### src/rtl/portal_echo_user.sv
// Portal echo user: accepts one request message (header + payload), buffers up to DEPTH
// payload words, then returns an indication with the header flagged and the payload inverted.
module portal_echo_user #(
   parameter int DEPTH = 8
) (
   input  logic        CLK,
   input  logic        nRST,
   input  logic        write_enq__ENA,
   input  logic [31:0] write_enq_v,
   input  logic        write_enq_last,
   output logic        write_enq__RDY,
   output logic        read_enq__ENA,
   output logic [31:0] read_enq_v,
   output logic        read_enq_last,
   input  logic        read_enq__RDY,
   output logic [7:0]  errCount
);

   localparam int          AW      = $clog2(DEPTH);
   localparam logic [AW:0] DEPTH_W = (AW + 1)'(DEPTH);
   localparam logic [AW:0] ONE_W   = (AW + 1)'(1);

   typedef enum logic [1:0] {
      S_IDLE      = 2'd0,
      S_RECV      = 2'd1,
      S_SEND_HDR  = 2'd2,
      S_SEND_DATA = 2'd3
   } state_t;

   state_t      state_q, state_d;
   logic [15:0] method_q, method_d;
   logic [15:0] len_q, len_d;
   logic [15:0] rx_cnt_q, rx_cnt_d;
   logic        ovf_q, ovf_d;
   logic [AW:0] wptr_q, wptr_d;
   logic [AW:0] rptr_q, rptr_d;
   logic [7:0]  err_q, err_d;
   logic        wr_rdy_q, wr_rdy_d;
   logic        rd_ena_q, rd_ena_d;
   logic [31:0] rd_v_q, rd_v_d;
   logic        rd_last_q, rd_last_d;

   logic [31:0] buf_q [DEPTH];
   logic        buf_we_s;
   logic        to_hdr_s;
   logic        wr_xfer_s;
   logic        rd_xfer_s;

   assign wr_xfer_s = write_enq__ENA & wr_rdy_q;
   assign rd_xfer_s = rd_ena_q & read_enq__RDY;

   // Message sequencing: capture, store/discard payload, then step through the echo beats.
   always_comb begin
      state_d  = state_q;
      method_d = method_q;
      len_d    = len_q;
      rx_cnt_d = rx_cnt_q;
      ovf_d    = ovf_q;
      wptr_d   = wptr_q;
      rptr_d   = rptr_q;
      err_d    = err_q;
      buf_we_s = 1'b0;
      to_hdr_s = 1'b0;
      case (state_q)
         S_IDLE: begin
            if (wr_xfer_s) begin
               method_d = write_enq_v[31:16];
               len_d    = write_enq_v[15:0];
               wptr_d   = '0;
               rx_cnt_d = 16'd0;
               ovf_d    = 1'b0;
               if (write_enq_last) begin
                  state_d  = S_SEND_HDR;
                  to_hdr_s = 1'b1;
               end else begin
                  state_d = S_RECV;
               end
            end else begin
               state_d = S_IDLE;
            end
         end
         S_RECV: begin
            if (wr_xfer_s) begin
               if (rx_cnt_q != 16'hFFFF) begin
                  rx_cnt_d = rx_cnt_q + 16'd1;
               end else begin
                  rx_cnt_d = rx_cnt_q;
               end
               if (wptr_q < DEPTH_W) begin
                  buf_we_s = 1'b1;
                  wptr_d   = wptr_q + ONE_W;
               end else begin
                  ovf_d = 1'b1;
               end
               if (write_enq_last) begin
                  state_d  = S_SEND_HDR;
                  to_hdr_s = 1'b1;
               end else begin
                  state_d = S_RECV;
               end
            end else begin
               state_d = S_RECV;
            end
         end
         S_SEND_HDR: begin
            if (rd_xfer_s) begin
               if (wptr_q == '0) begin
                  state_d = S_IDLE;
               end else begin
                  rptr_d  = '0;
                  state_d = S_SEND_DATA;
               end
            end else begin
               state_d = S_SEND_HDR;
            end
         end
         S_SEND_DATA: begin
            if (rd_xfer_s) begin
               rptr_d = rptr_q + ONE_W;
               if (rd_last_q) begin
                  state_d = S_IDLE;
               end else begin
                  state_d = S_SEND_DATA;
               end
            end else begin
               state_d = S_SEND_DATA;
            end
         end
         default: begin
            state_d = S_IDLE;
         end
      endcase

      // Judged on the post-transfer counters so the final request word is included.
      if (to_hdr_s && (ovf_d || (rx_cnt_d != len_d)) && (err_q != 8'hFF)) begin
         err_d = err_q + 8'd1;
      end else begin
         err_d = err_q;
      end
   end

   // Outputs are precomputed from the next state so they leave the block registered.
   always_comb begin
      wr_rdy_d  = 1'b0;
      rd_ena_d  = 1'b0;
      rd_v_d    = 32'd0;
      rd_last_d = 1'b0;
      case (state_d)
         S_IDLE, S_RECV: begin
            wr_rdy_d = 1'b1;
         end
         S_SEND_HDR: begin
            rd_ena_d  = 1'b1;
            rd_v_d    = {method_d | 16'h8000, 16'(wptr_d)};
            rd_last_d = (wptr_d == '0);
         end
         S_SEND_DATA: begin
            rd_ena_d  = 1'b1;
            rd_v_d    = ~buf_q[rptr_d[AW-1:0]];
            rd_last_d = (rptr_d == (wptr_d - ONE_W));
         end
         default: begin
            wr_rdy_d = 1'b0;
         end
      endcase
   end

   // Control and output registers.
   always_ff @(posedge CLK or negedge nRST) begin
      if (!nRST) begin
         state_q   <= S_IDLE;
         method_q  <= 16'd0;
         len_q     <= 16'd0;
         rx_cnt_q  <= 16'd0;
         ovf_q     <= 1'b0;
         wptr_q    <= '0;
         rptr_q    <= '0;
         err_q     <= 8'd0;
         wr_rdy_q  <= 1'b1;
         rd_ena_q  <= 1'b0;
         rd_v_q    <= 32'd0;
         rd_last_q <= 1'b0;
      end else begin
         state_q   <= state_d;
         method_q  <= method_d;
         len_q     <= len_d;
         rx_cnt_q  <= rx_cnt_d;
         ovf_q     <= ovf_d;
         wptr_q    <= wptr_d;
         rptr_q    <= rptr_d;
         err_q     <= err_d;
         wr_rdy_q  <= wr_rdy_d;
         rd_ena_q  <= rd_ena_d;
         rd_v_q    <= rd_v_d;
         rd_last_q <= rd_last_d;
      end
   end

   // Payload storage; contents are don't-care after reset.
   always_ff @(posedge CLK) begin
      if (buf_we_s) begin
         buf_q[wptr_q[AW-1:0]] <= write_enq_v;
      end
   end

   assign write_enq__RDY = wr_rdy_q;
   assign read_enq__ENA  = rd_ena_q;
   assign read_enq_v     = rd_v_q;
   assign read_enq_last  = rd_last_q;
   assign errCount       = err_q;

endmodule

### config.mk
export PLATFORM = sky130hd
export DESIGN_NAME = portal_echo_user
export DESIGN_NICKNAME = d
export VERILOG_FILES = /design/src/rtl/portal_echo_user.sv
export SDC_FILE = /design/constraint.sdc
export NUM_CORES = 1
export LEC_CHECK = 0
export CORE_MARGIN = 3
export CORE_UTILIZATION = 40
export DETAILED_ROUTE_END_ITERATION = 16
export RECOVER_POWER = 50
export SYNTH_ARGS = -nofsm -noshare
export SYNTH_HDL_FRONTEND = slang
export SYNTH_SLANG_ARGS = --single-unit
### constraint.sdc
create_clock -name CLK -period 5.52 [get_ports CLK]
set_input_delay 1.104 -clock CLK [delete_from_list [all_inputs] [get_ports CLK]]
set_output_delay 1.104 -clock CLK [all_outputs]
set_load 0.1 [all_outputs]
==> run_results.csv <==
group,metric,value,unit
clock_network,cts_setup_buffers,0,
placed_design,dp_hpwl,20000,um
yosys,synth.cell_area,14800,um^2
worst_setup_path,r2r_slack,1.37,ns
timing,max_freq,218,MHz
yosys,synth_ff_type,"edfxtp_1",
clock_network,cts_tree,"built",
drt,drt-pass1-iter-count,5,
timing,tns,0,ns
yosys,synth_warnings,0,
status,outcome,"finished with violations",
drt,drtIter0Drc,729,
clock_network,cts_hold_buffers,0,
yosys,synth-edff-count,256,
yosys,synth.distinct_cells,61,
worst_setup_path,slowest_stage,"o21ai_1",
drt,route.vias.total,9458,
final_layout,area_growth_syn_to_layout,18.1,%
job,drv_cap,2,
floorplan,fp.dieH,198,um
timing,post-route-min-period,4.58,ns
pwr,leakage,0.00626,uW
timing,hold_viol,0,
timing,skew,0.0118,ns
final_layout,drive_gt1_share,9.78,%
placed_design,placed_cell_area,16200,um^2
global_routing,grt_usage,18.3,%
drt,drt-total-wl,35300,um
status,violations,"capacitance limit, slew limit",
final_layout,nets,1259,
clock_network,cts_num_sinks,357,
floorplan,fp.dieW,198,um
worst_setup_path,required,5.89,ns
clock_network,clock_path_buffers,3,
timing,rsz0062_at_grt,"false",
timing,drv_slew,92,
timing,finalSetupViolCount,0,
timing,fin_crit_sh,82.9,%
global_routing,grt_pass1_vias,9462,
timing,worst_pin_slew,3.84,ns
yosys,syn-num-nets,1186,
worst_setup_path,path_buf_inv,2,
clock_network,clkTransAtPathRegs,0.06,ns
global_routing,grt_first_pass_wirelength,55500,um
drt,wl_per_cell,20.7,um
yosys,ys_seq_elements,357,
worst_setup_path,end_kind,"flip-flop",
final_layout,final_util,48.4,%
worst_setup_path,crit_path_max_fanout,27,
yosys,syn_inst,1143,
final_layout,n_antenna_cell,0,
global_routing,grt-ovfl-total,0,
worst_setup_path,critPathLaunchType,"input port",
drt,vias_per_cell,5.54,
clock_network,htreeDepth,2,
floorplan,core_area,36000,um^2
global_routing,grt_antenna_before_repair,0,
clock_network,postCtsResizedCells,0,
yosys,synth-async-reset-ratio,28.3,%
worst_setup_path,crit_type,"in -> reg",
clock_network,numCtsBuffers,39,
final_layout,final_area,17400,um^2
floorplan,start_util,41.0,%
pwr,p_per_area,523,nW/um^2
floorplan,rows,69,
timing,slew_headroom,-156,%
worst_hold_path,hold_path.class,"reg -> reg",
drt,drtAntennaViolNets,0,
worst_setup_path,cp_slowest_stage_delay,1.76,ns
drt,drc,0,
global_routing,grt_start_max_net_pins,130,
worst_setup_path,worstPathArrival,4.95,ns
placed_design,gp_congestion,0.889,
floorplan,ios,80,
yosys,postSynthAreaPerCell,12.9,um^2
pwr,vdd_drop_max,0.335,mV
worst_setup_path,crit_chain,"dlygate4sd3_1 > and4_1 > nand2_1 > o21ai_1 > buf_4 > a311oi_1 > a211oi_1",
floorplan,die_area,39200,um^2
yosys,yosysSeqAreaShare,69.2,%
clock_network,cts_root_buf,"clkbuf_16",
worst_setup_path,crit_family,"compound AO/OA/AOI/OAI gates",
placed_design,io_buffers,79,
clock_network,insertion_delay,0.53,ns
[metal layers]
| layer | GRT usage, % | vias up | share of wire (%) | wire [um] |
|---|---|---|---|---|
| met5 | 0 | - | 0 | 0 |
| met4 | 5.29 | 0 | 2.2 | 765 |
| met3 | 3.08 | 53 | 5.2 | 1850 |
| met2 | 29.3 | 245 | 47 | 16700 |
| met1 | 25.9 | 4752 | 45 | 16100 |
| li1 | - | 4408 | - | - |
[cell type report]
| cell class | instances | area, um^2 |
|---|---|---|
| clock buffers | 54 | 1060 |
| clock inverters | 18 | 205 |
| fillers | 3069 | 18600 |
| inverters | 13 | 51.3 |
| multi-input cells | 699 | 4280 |
| flip-flops and latches | 357 | 10200 |
| well taps | 461 | 577 |
| repair buffers | 106 | 1040 |
[layout by cell type, fill, tap and decap left out, types with 6 or more instances in the layout]
cell | Yosys | final
a211oi_1 | 90 | 90
a21oi_1 | 11 | 11
a311oi_1 | 31 | 31
a31o_2 | 17 | 17
a31oi_1 | 36 | 36
and2_0 | 22 | 22
and2_1 | 41 | 41
buf_4 | 0 | 19
clkbuf_1 | 62 | 16
clkbuf_16 | 0 | 39
clkdlybuf4s50_1 | 0 | 44
clkinv_2 | 0 | 7
dfrtp_1 | 100 | 100
dlygate4sd3_1 | 0 | 34
edfxtp_1 | 256 | 256
ha_1 | 6 | 6
inv_1 | 13 | 12
mux2i_1 | 7 | 7
nand2_1 | 241 | 241
nand3_1 | 11 | 11
nand4_1 | 10 | 10
nor2_1 | 27 | 25
nor3_1 | 20 | 16
o211ai_1 | 6 | 6
o21ai_0 | 16 | 15
xnor2_1 | 21 | 21
xor2_1 | 11 | 11
[registers in the layout (all words and copies together), names as in the netlist]
signal,flops
read_enq_last,1
read_enq__ENA,1
rptr_q,4
read_enq_v,32
ovf_q,1
write_enq__RDY,1
method_q,15
state_q,2
buf_q,256
len_q,16
errCount,8
wptr_q,4
rx_cnt_q,16
[power by group]
part / switching (uW) / total [uW] / internal, uW
clock network: 1030 / 2580 / 1540
logic: 2180 / 3170 / 996
registers: 211 / 3370 / 3160
total: 3420 / 9110 / 5690
[kinds of logic (layout without fill, tap and decap cells)]
kind of cell	after synthesis	after routing	synth area share, %
flip-flops	357	357	69.2
adder cells (fa/ha/maj)	6	6	0.509
AO/OA/AOI/OAI	238	238	11.9
XOR/XNOR	35	35	2.36
multiplexers	9	9	0.627
buffers and inverters	87	191	2.28
AND/OR/NAND/NOR	411	411	13.1
[worst paths after layout]
kind / from / endpoint / depth (start not counted)
min: method_q[0]$_DFF_PN0_ / method_q[0]$_DFF_PN0_ / 2
max in group asynchronous: nRST / read_enq_v[14]$_DFF_PN0_ / 1
min reg2reg: method_q[0]$_DFF_PN0_ / method_q[0]$_DFF_PN0_ / 2
min in group asynchronous: nRST / errCount[4]$_DFFE_PN0P_ / 1
max: read_enq__RDY / read_enq_v[7]$_DFF_PN0_ / 7
max reg2reg: state_q[0]$_DFF_PN0_ / read_enq_v[7]$_DFF_PN0_ / 6
[cells in the mapped netlist (11+ instances only)]
master	n	area, um^2
nor2_1	27	101
nand2_1	241	905
a211oi_1	90	676
a31oi_1	36	225
clkbuf_1	62	233
nor3_1	20	100
edfxtp_1	256	7690
xnor2_1	21	184
xor2_1	11	96.3
o21ai_0	16	80.1
nand3_1	11	55.1
and2_1	41	257
a31o_2	17	149
inv_1	13	48.8
dfrtp_1	100	2500
and2_0	22	138
a311oi_1	31	272
a21oi_1	11	55.1
[worst min-delay path, delay by kind of cell, from the launching register on]
kind          cells  cell delay, ns
simple gates      2            0.11
flops             1            0.32
[through the flow]
step	instances	power [uW]	hold slack, ns	setup WS, ns
after global routing	1708	9610	0.487	0.606
after floorplan	1143	5690	0.442	0.987
after detailed placement	1636	6620	0.460	0.886
final	1708	9110	0.471	0.942
after CTS	1708	9220	0.474	1.44
after global placement	1636	6600	0.454	0.997
(Power assumes the default switching activity.)
